==> src/rtl/seg_editor_pkg.sv <==
// Shared constants and types for the 7-segment character editor.
package seg_editor_pkg;

   // All segments off (patterns are active-low)
   localparam logic [6:0] SEG_BLANK = 7'h7F;

   // Default build parameters
   localparam int DEF_N_DIGITS  = 7;
   localparam int DEF_N_CHARS   = 63;
   localparam int DEF_SCAN_DIV  = 25000;
   localparam int DEF_BLINK_DIV = 12500000;

   // Edit buttons after qualification by mode
   typedef struct packed {
      logic left;
      logic right;
      logic up;
      logic down;
   } btn_t;

endpackage

==> src/rtl/seg_editor_if.sv <==
// Control/display bundle between a front panel (master) and seg_editor (slave).
interface seg_editor_if
   import seg_editor_pkg::*;
#(
   parameter int N_DIGITS = DEF_N_DIGITS,
   parameter int N_CHARS  = DEF_N_CHARS
);
   localparam int CW = $clog2(N_CHARS);
   localparam int PW = $clog2(N_DIGITS);

   logic                     mode;
   logic                     btn_left;
   logic                     btn_right;
   logic                     btn_up;
   logic                     btn_down;
   logic                     load;
   logic [N_DIGITS*CW-1:0]   load_data;
   logic [N_DIGITS-1:0]      digit_sel;
   logic [6:0]               seg;
   logic [N_DIGITS*CW-1:0]   chars;
   logic [PW-1:0]            cursor;

   modport master (
      output mode, btn_left, btn_right, btn_up, btn_down, load, load_data,
      input  digit_sel, seg, chars, cursor
   );

   modport slave (
      input  mode, btn_left, btn_right, btn_up, btn_down, load, load_data,
      output digit_sel, seg, chars, cursor
   );

endinterface

==> src/rtl/seg_glyph.sv <==
// Character code to active-low 7-segment pattern {g,f,e,d,c,b,a}.
// Codes 0..15 are hex digits, 16 is a dash, everything else is blank.
module seg_glyph
   import seg_editor_pkg::*;
#(
   parameter int CW = 6
)(
   input  logic [CW-1:0] code,
   output logic [6:0]    pattern
);

   logic [7:0] c;
   assign c = 8'(code);

   // Pure lookup; unmapped codes fall through to blank
   always_comb begin
      pattern = SEG_BLANK;
      case (c)
         8'd0:  pattern = 7'h40;
         8'd1:  pattern = 7'h79;
         8'd2:  pattern = 7'h24;
         8'd3:  pattern = 7'h30;
         8'd4:  pattern = 7'h19;
         8'd5:  pattern = 7'h12;
         8'd6:  pattern = 7'h02;
         8'd7:  pattern = 7'h78;
         8'd8:  pattern = 7'h00;
         8'd9:  pattern = 7'h10;
         8'd10: pattern = 7'h08;
         8'd11: pattern = 7'h03;
         8'd12: pattern = 7'h46;
         8'd13: pattern = 7'h21;
         8'd14: pattern = 7'h06;
         8'd15: pattern = 7'h0E;
         8'd16: pattern = 7'h3F;
         default: pattern = SEG_BLANK;
      endcase
   end

endmodule

==> src/rtl/seg_editor.sv <==
// Multiplexed 7-segment display with an in-place character editor.
// Scan runs continuously; in edit mode the cursor position blinks and
// buttons move the cursor or step the code under it.
module seg_editor
   import seg_editor_pkg::*;
#(
   parameter int N_DIGITS  = DEF_N_DIGITS,
   parameter int N_CHARS   = DEF_N_CHARS,
   parameter int SCAN_DIV  = DEF_SCAN_DIV,
   parameter int BLINK_DIV = DEF_BLINK_DIV
)(
   input  logic        clk,
   input  logic        rst,
   seg_editor_if.slave bus
);

   localparam int CW = $clog2(N_CHARS);
   localparam int PW = $clog2(N_DIGITS);
   localparam int SW = $clog2(SCAN_DIV + 1);
   localparam int BW = $clog2(BLINK_DIV + 1);

   localparam logic [CW-1:0]       CMAX  = CW'(N_CHARS - 1);
   localparam logic [CW-1:0]       C_ONE = CW'(1);
   localparam logic [PW-1:0]       PMAX  = PW'(N_DIGITS - 1);
   localparam logic [PW-1:0]       P_ONE = PW'(1);
   localparam logic [SW-1:0]       SMAX  = SW'(SCAN_DIV - 1);
   localparam logic [SW-1:0]       S_ONE = SW'(1);
   localparam logic [BW-1:0]       BMAX  = BW'(BLINK_DIV - 1);
   localparam logic [BW-1:0]       B_ONE = BW'(1);
   localparam logic [N_DIGITS-1:0] SEL0  = N_DIGITS'(1);

   logic [N_DIGITS-1:0][CW-1:0] chars_q;
   logic [N_DIGITS-1:0][CW-1:0] load_v;
   logic [PW-1:0]               cursor_q;
   logic [PW-1:0]               scan_idx;
   logic [SW-1:0]               scan_cnt;
   logic [BW-1:0]               blink_cnt;
   logic                        blink_phase;
   logic [N_DIGITS-1:0]         digit_sel_q;
   logic [6:0]                  seg_q;
   logic [6:0]                  glyph_pat;
   btn_t                        btn;
   logic                        edit;
   logic                        inc_c;
   logic                        dec_c;

   // Buttons only count in edit mode; opposing pairs cancel
   assign btn   = bus.mode ? btn_t'({bus.btn_left, bus.btn_right, bus.btn_up, bus.btn_down}) : '0;
   assign edit  = |btn;
   assign inc_c = btn.up & ~btn.down;
   assign dec_c = btn.down & ~btn.up;

   assign load_v        = bus.load_data;
   assign bus.chars     = chars_q;
   assign bus.cursor    = cursor_q;
   assign bus.digit_sel = digit_sel_q;
   assign bus.seg       = seg_q;

   // Cursor: held at 0 outside edit mode, wraps both ways
   always_ff @(posedge clk or posedge rst) begin
      if (rst)
         cursor_q <= '0;
      else if (!bus.mode)
         cursor_q <= '0;
      else if (btn.left && !btn.right)
         cursor_q <= (cursor_q == '0) ? PMAX : cursor_q - P_ONE;
      else if (btn.right && !btn.left)
         cursor_q <= (cursor_q == PMAX) ? '0 : cursor_q + P_ONE;
   end

   // Codes: load overrides editing; edits use the cursor before any move
   always_ff @(posedge clk or posedge rst) begin
      if (rst) begin
         chars_q <= '0;
      end else begin
         for (int p = 0; p < N_DIGITS; p++) begin
            if (bus.load)
               chars_q[p] <= (load_v[p] > CMAX) ? '0 : load_v[p];
            else if (cursor_q == PW'(p) && inc_c)
               chars_q[p] <= (chars_q[p] == CMAX) ? '0 : chars_q[p] + C_ONE;
            else if (cursor_q == PW'(p) && dec_c)
               chars_q[p] <= (chars_q[p] == '0) ? CMAX : chars_q[p] - C_ONE;
         end
      end
   end

   // Scan prescaler and position index
   always_ff @(posedge clk or posedge rst) begin
      if (rst) begin
         scan_cnt <= '0;
         scan_idx <= '0;
      end else if (scan_cnt == SMAX) begin
         scan_cnt <= '0;
         scan_idx <= (scan_idx == PMAX) ? '0 : scan_idx + P_ONE;
      end else begin
         scan_cnt <= scan_cnt + S_ONE;
      end
   end

   // Blink timer: idle outside edit mode, restarted by any edit so the
   // touched digit shows immediately
   always_ff @(posedge clk or posedge rst) begin
      if (rst) begin
         blink_cnt   <= '0;
         blink_phase <= 1'b0;
      end else if (!bus.mode || edit) begin
         blink_cnt   <= '0;
         blink_phase <= 1'b0;
      end else if (blink_cnt == BMAX) begin
         blink_cnt   <= '0;
         blink_phase <= ~blink_phase;
      end else begin
         blink_cnt   <= blink_cnt + B_ONE;
      end
   end

   seg_glyph #(.CW(CW)) u_glyph (
      .code    (chars_q[scan_idx]),
      .pattern (glyph_pat)
   );

   // Registered display drive, cursor digit blanked in the off phase
   always_ff @(posedge clk or posedge rst) begin
      if (rst) begin
         digit_sel_q <= '1;
         seg_q       <= SEG_BLANK;
      end else begin
         digit_sel_q <= ~(SEL0 << scan_idx);
         seg_q       <= (bus.mode && blink_phase && scan_idx == cursor_q) ? SEG_BLANK : glyph_pat;
      end
   end

endmodule

==> src/flat_wrapper.sv <==
// flat-port wrapper written by rule: the top's interface ports become plain ports
module seg_editor_flat import seg_editor_pkg::*;
#(
   parameter int N_DIGITS  = DEF_N_DIGITS,
   parameter int N_CHARS   = DEF_N_CHARS,
   parameter int SCAN_DIV  = DEF_SCAN_DIV,
   parameter int BLINK_DIV = DEF_BLINK_DIV
)
  (clk, rst, bus_mode, bus_btn_left, bus_btn_right, bus_btn_up, bus_btn_down, bus_load, bus_load_data, bus_digit_sel, bus_seg, bus_chars, bus_cursor);
  seg_editor_if #(.N_DIGITS(N_DIGITS), .N_CHARS(N_CHARS)) bus_i ();
  input  logic clk;
  input  logic rst;
  input wire logic [$bits(bus_i.mode)-1:0] bus_mode;
  input wire logic [$bits(bus_i.btn_left)-1:0] bus_btn_left;
  input wire logic [$bits(bus_i.btn_right)-1:0] bus_btn_right;
  input wire logic [$bits(bus_i.btn_up)-1:0] bus_btn_up;
  input wire logic [$bits(bus_i.btn_down)-1:0] bus_btn_down;
  input wire logic [$bits(bus_i.load)-1:0] bus_load;
  input wire logic [$bits(bus_i.load_data)-1:0] bus_load_data;
  output wire logic [$bits(bus_i.digit_sel)-1:0] bus_digit_sel;
  output wire logic [$bits(bus_i.seg)-1:0] bus_seg;
  output wire logic [$bits(bus_i.chars)-1:0] bus_chars;
  output wire logic [$bits(bus_i.cursor)-1:0] bus_cursor;
  assign bus_i.mode = bus_mode;
  assign bus_i.btn_left = bus_btn_left;
  assign bus_i.btn_right = bus_btn_right;
  assign bus_i.btn_up = bus_btn_up;
  assign bus_i.btn_down = bus_btn_down;
  assign bus_i.load = bus_load;
  assign bus_i.load_data = bus_load_data;
  assign bus_digit_sel = bus_i.digit_sel;
  assign bus_seg = bus_i.seg;
  assign bus_chars = bus_i.chars;
  assign bus_cursor = bus_i.cursor;
  seg_editor #(.N_DIGITS(N_DIGITS), .N_CHARS(N_CHARS), .SCAN_DIV(SCAN_DIV), .BLINK_DIV(BLINK_DIV)) u_core (.clk(clk), .rst(rst), .bus(bus_i));
endmodule
==> config.mk <==
export PLATFORM = sky130hd
export DESIGN_NAME = seg_editor_flat
export DESIGN_NICKNAME = d
export VERILOG_FILES = /design/src/rtl/seg_editor_pkg.sv /design/src/rtl/seg_editor_if.sv /design/src/rtl/seg_glyph.sv /design/src/rtl/seg_editor.sv /design/src/flat_wrapper.sv
export SDC_FILE = /design/constraint.sdc
export NUM_CORES = 1
export LEC_CHECK = 0
export CORE_MARGIN = 2
export CORE_UTILIZATION = 55
export CTS_BUF_LIST = sky130_fd_sc_hd__clkbuf_16
export CTS_CLUSTER_SIZE = 8
export DETAILED_ROUTE_END_ITERATION = 10
export GPL_ROUTABILITY_DRIVEN = 0
export PLACE_DENSITY = 0.9
export RECOVER_POWER = 50
export SLEW_MARGIN = 20
export SYNTH_ARGS = -nofsm -noshare
export SYNTH_HDL_FRONTEND = slang
export SYNTH_SLANG_ARGS = --single-unit
==> constraint.sdc <==
create_clock -name clk -period 4.3 [get_ports clk]
set_input_delay 1.075 -clock clk [delete_from_list [all_inputs] [get_ports clk]]
set_output_delay 1.075 -clock clk [all_outputs]
set_load 0.03 [all_outputs]
After elaboration in Yosys (flattened, before gate mapping)
Memories as Yosys holds them, arrays and structs flattened.
Index checks and enable logic that the tools add are counted.
{"block": "op_classes", "addsub": 19, "n_bitwise": 6, "shifts": 1, "n_mux": 58, "magnitude_cmp": 8, "reduce_logical": 40, "n_eq_ne": 18}
{"op": "6-bit 2-to-1 mux", "count": 43}
{"op": "24-bit 2-to-1 mux", "count": 2}
{"op": "6-bit by 1-bit adder with 6-bit output, second input constant", "count": 7}
{"op": "6-bit equality test, second input constant", "count": 7}
{"op": "6-bit > comparator, second input constant", "count": 7}
{"op": "6-bit logical NOT", "count": 7}
{"op": "6-bit by 1-bit subtractor with 6-bit output, second input constant", "count": 7}
{"op": "24-bit by 1-bit adder with 24-bit output, second input constant", "count": 1}
{"op": "24-bit equality test, second input constant", "count": 1}
{"op": "3-bit nonzero test", "count": 7}
{"op": "6-bit binary-select mux with 3-bit select", "count": 1}
{"op": "1-bit logical AND", "count": 18}
{"op": "3-bit 2-to-1 mux", "count": 6}
{"op": "15-bit by 1-bit adder with 15-bit output, second input constant", "count": 1}
{"op": "15-bit equality test, second input constant", "count": 1}
{"op": "15-bit 2-to-1 mux", "count": 1}
{"op": "7-bit 2-to-1 mux", "count": 2}
{"op": "3-bit equality test, second input constant", "count": 4}
{"op": "7-bit inverter", "count": 1}
{"op": "1-bit by 3-bit left shift with 7-bit output, first input constant", "count": 1}
{"op": "3-bit by 1-bit adder with 3-bit output, second input constant", "count": 2}
{"op": "3-bit by 2-bit equality test with 1-bit output, second input constant", "count": 2}
{"op": "3-bit logical NOT", "count": 2}
{"op": "3-bit by 4-bit less-than comparator with 1-bit output, second input constant", "count": 1}
{"op": "other kinds (12)", "count": 18}
{"block": "totals", "mem_count": 1, "regBits": 102, "wordCells": 165, "out_inout_bits": 59, "rom_bits": 224, "in_bits": 50}
{"name": "(no name shown)", "depth": 32, "width": 7, "rd": 1, "rd_ports_with_merged_regs": 0, "write_ports": 0, "line_no": "seg_glyph.sv:18", "source": "case (c)"}

Depth between registers and ports, before layout
{"block": "depth", "ltp_word": 7, "mapped_depth": 11, "depth_no_buf": 9}

Cells and area by module
Synthesis repeated with hierarchy kept, for this count alone.
{"block": "unflattened", "hier_cells": 940, "hier_area_um2": 7853.8}
{"module": "seg_editor", "area_each_um2": 7559.8, "seq_area_each_um2": 2570.0, "n_inst": 1, "cells_each": 899}
{"module": "seg_glyph", "area_each_um2": 294.0, "seq_area_each_um2": 0.0, "n_inst": 1, "cells_each": 41}

Least setup slack after synthesis
No wires, ideal clock.
{"block": "synth_path", "path_type": "input to register", "start": "input port bus_btn_down", "end": "register u_core.chars_q, in the netlist u_core.bus.chars[8]", "path_buffers": 2, "setup_slack_ps": 1913, "setup_time_ps": 127, "arrival_time_ps": 2260, "required_ps": 4173, "stages": 7, "path_cell_list": "and4bb_1 buf_2 and2_1 buf_2 mux2_1 o21ai_1 a221oi_2"}
{"block": "synth_via", "elab_chain_len": 6, "word_cells_on_any_way": 9, "cone_classes": "mux (3); bitwise (3); reduce/logical (3)"}
{"item": "start: declaration", "line_no": "flat_wrapper.sv:17", "source": "input wire logic [$bits(bus_i.btn_down)-1:0] bus_btn_down;"}
{"item": "4-bit 2-to-1 mux *", "line_no": "seg_editor.sv:48", "source": "assign btn = bus.mode ? btn_t'({bus.btn_left, bus.btn_right, bus.btn_up, bus.btn_down}) : '0;"}
{"item": "1-bit inverter", "line_no": "seg_editor.sv:50", "source": "assign inc_c = btn.up & ~btn.down;"}
{"item": "1-bit AND", "line_no": "seg_editor.sv:50"}
{"item": "1-bit logical AND", "line_no": "seg_editor.sv:79", "source": "else if (cursor_q == PW'(p) && inc_c)"}
{"item": "6-bit 2-to-1 mux", "line_no": "seg_editor.sv:79"}
{"item": "6-bit 2-to-1 mux", "line_no": "seg_editor.sv:77", "source": "if (bus.load)"}
{"item": "end signal: indexed assignment", "line_no": "seg_editor.sv:78", "source": "chars_q[p] <= (load_v[p] > CMAX) ? '0 : load_v[p];"}
{"item": "end signal: indexed assignment", "line_no": "seg_editor.sv:80", "source": "chars_q[p] <= (chars_q[p] == CMAX) ? '0 : chars_q[p] + C_ONE;"}
{"item": "end signal: indexed assignment", "line_no": "seg_editor.sv:82", "source": "chars_q[p] <= (chars_q[p] == '0) ? CMAX : chars_q[p] - C_ONE;"}
{"item": "end: declaration", "line_no": "seg_editor.sv:32", "source": "logic [N_DIGITS-1:0][CW-1:0] chars_q;"}
Every way passes the cells marked *; elsewhere a longest branch is shown, timed or not.
A chain may end at the register's enable or synchronous reset.

Final worst setup path
{"block": "layout_path", "start": "register u_core.scan_idx[1]", "end": "register u_core.seg_q[6], in the netlist u_core.bus.seg[6]"}
{"block": "layout_via", "elab_chain_len": 5, "word_cells_on_any_way": 8, "cone_classes": "eq/ne (1); mux (4); reduce/logical (2); memory (1)"}
{"item": "start: declaration", "line_no": "seg_editor.sv:35", "source": "logic [PW-1:0] scan_idx;"}
{"item": "start signal: assignment", "line_no": "seg_editor.sv:94", "source": "scan_idx <= (scan_idx == PMAX) ? '0 : scan_idx + P_ONE;"}
{"item": "6-bit binary-select mux with 3-bit select", "line_no": "seg_editor.sv:118", "source": ".code (chars_q[scan_idx]),"}
{"item": "6-bit 2-to-1 mux (not written as such)", "line_no": "seg_editor.sv:118"}
{"item": "memory 32 x 7 bit or 3-bit logical NOT (tied branches)"}
{"item": "7-bit 2-to-1 mux", "line_no": "seg_glyph.sv:18"}
{"item": "7-bit 2-to-1 mux *", "line_no": "seg_editor.sv:129", "source": "seg_q <= (bus.mode && blink_phase && scan_idx == cursor_q) ? SEG_BLANK : glyph_pat;"}
{"item": "end signal: assignment", "line_no": "seg_editor.sv:129"}
{"item": "end: declaration", "line_no": "seg_editor.sv:40", "source": "logic [6:0] seg_q;"}
Every way passes the cells marked *; elsewhere a longest branch is shown, timed or not. The select of a mux whose other input is x is not followed.

==> flow_summary_export.csv <==
group,metric,value,unit
status,outcome,"complete, but fails checks",
status,violations,"max-capacitance violations, max-slew violations",
routing,dr.pass1.iters,6,
global_routing,grt_max_degree,61,
hold_path,hp-start,"u_core.scan_cnt[0]",
clocking,cts_root_buf,"clkbuf_16",
global_routing,antenna_found_initial,0,
global_routing,grt_pass1_vias,6951,
timing,tightest_slew,2.32,ns
finish,final_nets,1066,
timing,fin_setup_tns,0,ns
worst_setup_path,r2r_end,"u_core.bus.seg[6]",
synthesis,synth_edf_count,0,
worst_setup_path,crit_chain,"clkbuf_1 > mux4_2 > mux2i_1 > inv_1 > ha_1 > o21ai_1 > a21oi_1 > o31a_1",
clocking,post-cts-setup-buffer-count,0,
worst_setup_path,cpPeakStageDelay,0.81,ns
synthesis,yosysMostFrequentCell,"nor2_1",
timing,setup_viol,0,
worst_setup_path,crit_required,4.58,ns
synthesis,synth_ff_type,"dfrtp_1",
global_routing,grt_overflow_total,0,
synthesis,ys_seq_area_frac,0.331,
power_and_ir_drop,powerDensity,331,nW/µm²
clocking,h-tree-depth,3,
finish,drive_above_1_share,0.0532,
timing,finalCriticalPeriod,3.29,ns
synthesis,yosysUniqueCellTypes,83,
synthesis,synth_top_area_share,0.284,
routing,post_drt_wl_per_cell,17.5,µm
finish,num_antenna_cells,0,
timing,slew_viol_final,74,
floorplanning,die_width,123,µm
hold_path,hold_path.class,"reg -> reg",
floorplanning,dieArea,15100,µm²
clocking,ctsResizeCount,0,
routing,wl,20.2,mm
clocking,clkTransAtPathRegs,0.07,ns
power_and_ir_drop,p_leak,3.58,nW
floorplanning,core-area,13800,µm²
floorplanning,initial_core_util,0.561,
timing,hold_violations,0,
worst_setup_path,critPathSlowestCell,"clkbuf_1",
clocking,cts_made_buffers,9,
timing,clock.fmax,304,MHz
worst_setup_path,crit_path_start_kind,"flop",
synthesis,netlist_instances,903,
synthesis,ys_top_cells_by_count,"nor2_1 (92), dfrtp_1 (88), nand2_1 (68)",
flow_run,max_cap_viol_count,2,
hold_path,hold_end,"u_core.scan_cnt[0]",
worst_setup_path,crit_arrival,3.57,ns
worst_setup_path,reg2reg_slack,1.01,ns
worst_setup_path,r2r_start,"u_core.scan_idx[1]",
global_routing,grtUsageTotal,0.277,
timing,clock_skew,0.00311,ns
floorplanning,num_rows,43,
hold_path,hold_depth,1,
timing,slew_headroom,-0.547,
routing,final_antenna_net_count,0,
timing,post-route-period-util,0.766,
placement,post-dp-hpwl,14.6,mm
worst_setup_path,worst_setup_path_end_kind,"flop",
routing,drcViolationCount,0,
power_and_ir_drop,irDropWorstVdd,225,µV
synthesis,yosysTopAreaCell,"dfrtp_1",
worst_setup_path,worst-setup-path-type,"reg -> reg",
worst_setup_path,crit_buf_inv,2,
floorplanning,die_h,123,µm
clocking,clkSinkCount,102,
synthesis,synth.net_count,996,
routing,vias,7359,
finish,area_growth,17.3,%
clocking,clkLatencyLatePin,0.36,ns
synthesis,ys_warn_count,0,
synthesis,synth_area_leaders,"dfrtp_1 (28%), ha_1 (6.9%), dfstp_2 (4.7%)",
synthesis,syn_avg_cell_area,8.59,µm²
routing,vias_per_cell,6.35,
routing,drt_iter0_drc,790,
synthesis,synthArstFlopShare,1.00,
placement,port_buffers,108,
worst_setup_path,ff2ff_path_depth,8,
synthesis,synthesis.area,7760,µm²
clocking,cts.path.max_buffers,2,
worst_setup_path,critPathMaxFanout,19,
synthesis,yosys_register_bits,102,
clocking,postCtsHoldBufs,0,
clocking,tritoncts,"done",
worst_setup_path,cp_top_family,"buffers and inverters",
power_and_ir_drop,power.total,3.01,mW
global_routing,grt_pass1_wl,33.5,mm
floorplanning,ios,109,
timing,rsz0062_at_grt,"false",
worst max path at each step:
stage	from	end	slack, ns	depth (start not counted)
after floorplan	rst	u_core.blink_cnt[0]	0.57	1
after global placement	bus_load	u_core.bus.chars[33]	0.96	6
after detailed placement	bus_load	u_core.bus.chars[33]	0.94	6
after CTS	bus_load	u_core.bus.chars[33]	1.28	6
after global routing	rst	u_core.bus.chars[24]	0.54	2
final	u_core.scan_idx[1]	u_core.bus.seg[6]	1.01	8
layer usage:
metal | vias to the layer above | routed length, µm | part of all wire | global-route usage
met2 | 375 | 9790 | 0.48 | 0.456
met1 | 3494 | 8350 | 0.41 | 0.355
li1 | 3435 | - | - | -
met5 | - | 0 | 0 | 0
met4 | 0 | 494 | 0.024 | 0.108
met3 | 55 | 1600 | 0.079 | 0.0595
cell type report:
class | count | area, µm²
Timing Repair Buffer | 113 | 1130
Multi-Input combinational cell | 702 | 4740
Clock buffer | 9 | 225
Clock inverter | 7 | 42.5
Sequential cell | 102 | 2570
Tap cell | 180 | 225
Inverter | 45 | 169
Fill cell | 1096 | 4730
cells by family after synthesis:
kind of cell / synth area share
compound gates: 0.192
xor+xnor: 0.0665
fa+ha+maj: 0.0694
buf+inv: 0.0556
flops: 0.331
mux: 0.0547
simple gates: 0.230
cells in the final DEF (no fill, tap or decap), types with 25 or more instances in the layout:
cell / synthesis / routed
dfrtp_1: 88 / 88
xnor2_1: 32 / 32
nand2_1: 68 / 68
nand3_1: 53 / 53
a21oi_1: 35 / 35
nor2_1: 92 / 92
nor3_1: 27 / 27
clkdlybuf4s50_1: 0 / 107
ha_1: 43 / 43
xor2_1: 25 / 25
inv_1: 45 / 46
o21ai_0: 25 / 28
flip-flops by register name (all words and copies together), names as in the netlist:
| register | flops |
|---|---|
| u_core.scan_cnt | 15 |
| u_core.bus.digit_sel | 7 |
| u_core.blink_cnt | 24 |
| u_core.bus.seg | 7 |
| u_core.blink_phase | 1 |
| u_core.bus.cursor | 3 |
| u_core.bus.chars | 42 |
| u_core.scan_idx | 3 |
through the flow:
| stage | setup slack, ns | hold slack [ns] | util | instances | instance area (µm²) |
|---|---|---|---|---|---|
| 2_1_floorplan | 0.573 | 0.431 | - | 903 | 7760 |
| 3_3_place_gp | 0.958 | 0.449 | 0.640 | 1142 | 8850 |
| 3_5_place_dp | 0.935 | 0.454 | 0.640 | 1142 | 8850 |
| 4_1_cts | 1.28 | 0.476 | 0.660 | 1158 | 9120 |
| 5_1_grt | 0.543 | 0.494 | 0.658 | 1158 | 9100 |
| 6_report | 1.01 | 0.468 | 0.658 | 1158 | 9100 |
report_power, final:
group          internal (mW)  switching (mW)
sequential              1.04           0.201
combinational          0.440           0.566
clock                  0.388           0.371
total                   1.87            1.14
Note: power is estimated with default switching activity, not from simulation.
==> variant 1 (same flow settings) <==
Make the reset (`rst`) synchronous in 5 clocked blocks.
--- a/src/rtl/seg_editor.sv
+++ b/src/rtl/seg_editor.sv
@@ -57,7 +57,7 @@
    assign bus.seg       = seg_q;
 
    // Cursor: held at 0 outside edit mode, wraps both ways
-   always_ff @(posedge clk or posedge rst) begin
+   always_ff @(posedge clk) begin
       if (rst)
          cursor_q <= '0;
       else if (!bus.mode)
@@ -69,7 +69,7 @@
    end
 
    // Codes: load overrides editing; edits use the cursor before any move
-   always_ff @(posedge clk or posedge rst) begin
+   always_ff @(posedge clk) begin
       if (rst) begin
          chars_q <= '0;
       end else begin
@@ -85,7 +85,7 @@
    end
 
    // Scan prescaler and position index
-   always_ff @(posedge clk or posedge rst) begin
+   always_ff @(posedge clk) begin
       if (rst) begin
          scan_cnt <= '0;
          scan_idx <= '0;
@@ -99,7 +99,7 @@
 
    // Blink timer: idle outside edit mode, restarted by any edit so the
    // touched digit shows immediately
-   always_ff @(posedge clk or posedge rst) begin
+   always_ff @(posedge clk) begin
       if (rst) begin
          blink_cnt   <= '0;
          blink_phase <= 1'b0;
@@ -120,7 +120,7 @@
    );
 
    // Registered display drive, cursor digit blanked in the off phase
-   always_ff @(posedge clk or posedge rst) begin
+   always_ff @(posedge clk) begin
       if (rst) begin
          digit_sel_q <= '1;
          seg_q       <= SEG_BLANK;
Formal check against the unedited RTL: differs if rst is asserted again (counterexample within 4 cycles, from zero or initial values and one cycle with rst high); with rst held inactive, the same outputs for 10 cycles.
==> variant 1 against the unedited design <==
Worst setup slack better by 0.17 ns. Fmax is 5.6% higher. Sequential share of layout area is 5.3 points lower. Sequential cell count stayed put. Die area is 3.6% lower. Wire length is 1.6% higher. Final cell count is 2.6% higher. Design area is 2.4% lower. Area after synthesis is 3.7% lower. Power is 9.0% lower. Highest routed layer unchanged.
==> variant 1: results (changes against the unedited design) <==
The worst slack at placement came out at 0.954 ns (+0.0189 ns). The switching part of the total is 0.349 (-0.0291). The leading register cell type out of synthesis was dfxtp_1. The post-synthesis average cell area came out at 8.00 µm² (-6.8%). The tools report the number of search-and-repair iterations in the first detailed-routing pass as 5 (-1).

By count the netlist is led by dfxtp_1 (102), nand2_1 (80), nor2_1 (71). For the setup skew after layout, the log shows 0.00629 ns (+0.00318 ns). The worst hold path begins at u_core.scan_cnt[0].

The largest net degree at the start of global routing was 25 (-59%). The worst-case reg-to-reg path depth is 9 (+1). The worst hold path terminates at u_core.scan_cnt[0]. The share of Yosys cell area claimed by the top area cell type came out at 0.273 (-0.0104). The run gives 0.000196 V (-13%) as the highest ir drop seen on vdd. Met1 layer usage reported by global route: 0.392 (+0.0374). The post-place instance area is 8580 µm² (-3.1%). The reported sequential group power came out at 1.11 mW (-11%). The count of fill cells added during filler insertion is 1092 (-0.36%), and the net total in the final layout is 1100 (+3.2%). For the met2 routing resource usage after global routing, the log shows 0.441 (-0.0148). In this run the worst setup path terminates at u_core.bus.chars[12]. The number of global-route vias before repair was 7022 (+1.0%); the critical path's largest stage delay was 0.76 ns (-0.05 ns). The worst register-to-register path ends at u_core.bus.seg[3]. The run finished with clean final reports. Startpoint of the worst setup timing path: bus_mode.
-- variant 1: changes by cell type after synthesis, moves of 7 or more --
cell,unedited run,this run
o211ai_1,8,17
nor3_1,27,39
o21ai_1,24,2
a21oi_1,35,52
xnor2_1,32,39
nor2_1,92,71
o21ai_0,25,46
inv_1,45,38
nand2_1,68,80
o211a_1,1,12
dfrtp_1,88,0
dfxtp_1,0,102
dfstp_2,14,0
-- variant 1: kinds of logic after synthesis --
logic type | count (synthesis) | share of synthesized area
buf+inv | 93 | 0.0543
mux | 21 | 0.0317
compound gates | 267 | 0.256
flops | 102 | 0.273
xor+xnor | 63 | 0.0749
fa+ha+maj | 43 | 0.0721
simple gates | 344 | 0.238
-- variant 1: layout make-up --
type	count	area share
multi-input cells	738	0.565
flip-flops and latches	102	0.230
repair buffers	117	0.128
clock buffers	9	0.0254
well taps	176	0.0248
inverters	39	0.0165
clock inverters	7	0.0100
==> variant 2 (same flow settings) <==
Made on the original files. The package constant `DEF_BLINK_DIV` goes from 12500000 to 6250000.
--- a/src/rtl/seg_editor_pkg.sv
+++ b/src/rtl/seg_editor_pkg.sv
@@ -8,7 +8,7 @@
    localparam int DEF_N_DIGITS  = 7;
    localparam int DEF_N_CHARS   = 63;
    localparam int DEF_SCAN_DIV  = 25000;
-   localparam int DEF_BLINK_DIV = 12500000;
+   localparam int DEF_BLINK_DIV = 6250000;
 
    // Edit buttons after qualification by mode
    typedef struct packed {
Function: no difference found for any inputs over 10 cycles, from zero or initial values and one cycle with rst high; that may be too few to reach the edited logic, so the function may still have changed.
==> variant 2 against the unedited design <==
The run still ends with capacitance limit, slew limit left. Via count shrank 2.3%. Sequential cell count decreased by 1. Combinational power is 4% lower. Power barely moved. Core utilization grew 0.80 points. Die area fell by 2.8%. Area after synthesis is 2.9% lower. First-iteration DRC count is 25% higher. Final cell count is 0.52% lower. Worst setup slack got worse by 0.18 ns. Register-to-register slack better by 0.15 ns. Wire length down 2.9%. Design area decreased by 2.7%. Fmax fell by 5.2%. Critical path type is now in2reg. Largest cell class unchanged. Highest routed layer unchanged.
==> variant 2: results (changes against the unedited design) <==
Wire length after detailed routing: 19.6 mm (-2.9%). The largest net degree at the start of global routing is 102 (+67%), and the highest ir drop seen on vdd is 0.000237 V (+5.6%). The fraction of area in multi-input gates is 0.514 (-0.00726), and the final-report max-slew violation count is 14 (-81%).

The critical path's largest stage delay was 0.59 ns (-0.22 ns); the multi-input gate count was 712 (+1.4%). The worst reg-to-reg setup slack came out at 1.16 ns (+0.15 ns). The checks that failed: capacitance limit, slew limit. The most critical setup path has its startpoint at bus_mode. On the critical path, the stage with the largest delay is an instance of nor2b_1.

The wire length of the first global-routing pass was 32.3 mm (-3.5%); the net total in the final layout was 1064 (-0.19%). The logs give 3.74 ns (+0.17 ns) for the endpoint arrival time on the critical path and 2540 µm² (-0.97%) for the area taken by flip-flops and latches. The number of signal-net buffers in the layout came out at 111 (-1.8%). The half-perimeter wire length after placement is 13.9 mm (-4.6%), and the total routing resource utilization after global routing is 0.273 (-0.00317).

Number of max-cap violations: 1 (-1). For the number of clock sinks seen by CTS, the log shows 101 (-0.98%). For the cell leakage power, the log shows 3.59 nW (+0.42%). The flow ran to the end, but the final reports show violations. The total nets after synthesis is 998 (+0.20%), and the post-synthesis cell count is 905 (+0.22%). The maximum fanout along the worst path is 11 (-8), and the die span in x is 121 µm (-1.4%). The tools report the switching power summed over all nets as 1.15 mW (+1.2%). The worst max-slew margin expressed relative to the limit is -0.265 (+0.282), and the multiplexer fraction of the synthesized cell area is 0.0362 (-0.0185).
## variant 2: cell count changes after synthesis, sizes merged, moves of 5 or more
cell,before,now
a21oi,35,47
a31oi,22,17
and3,12,21
inv,45,36
mux2i,25,16
nand2,69,92
nand3,53,75
nor3,30,24
nor4,9,4
o2bb2ai,7,2
xnor2,32,27
xor2,26,33
## variant 2: logic make-up (layout without fill, tap and decap cells)
| logic type | Yosys count | in the layout |
|---|---|---|
| fa+ha+maj | 43 | 43 |
| buf+inv | 92 | 163 |
| simple gates | 371 | 371 |
| compound gates | 213 | 213 |
| xor+xnor | 60 | 60 |
| flops | 101 | 101 |
| mux | 25 | 25 |
## variant 2: through the flow
stage / utilization / hold slack [ns] / setup slack (ns)
floorplan: - / 0.433 / 0.601
global placement: 0.645 / 0.450 / 0.927
detailed placement: 0.645 / 0.467 / 0.821
CTS: 0.667 / 0.478 / 1.19
global route: 0.666 / 0.517 / 0.552
finish: 0.666 / 0.475 / 0.825
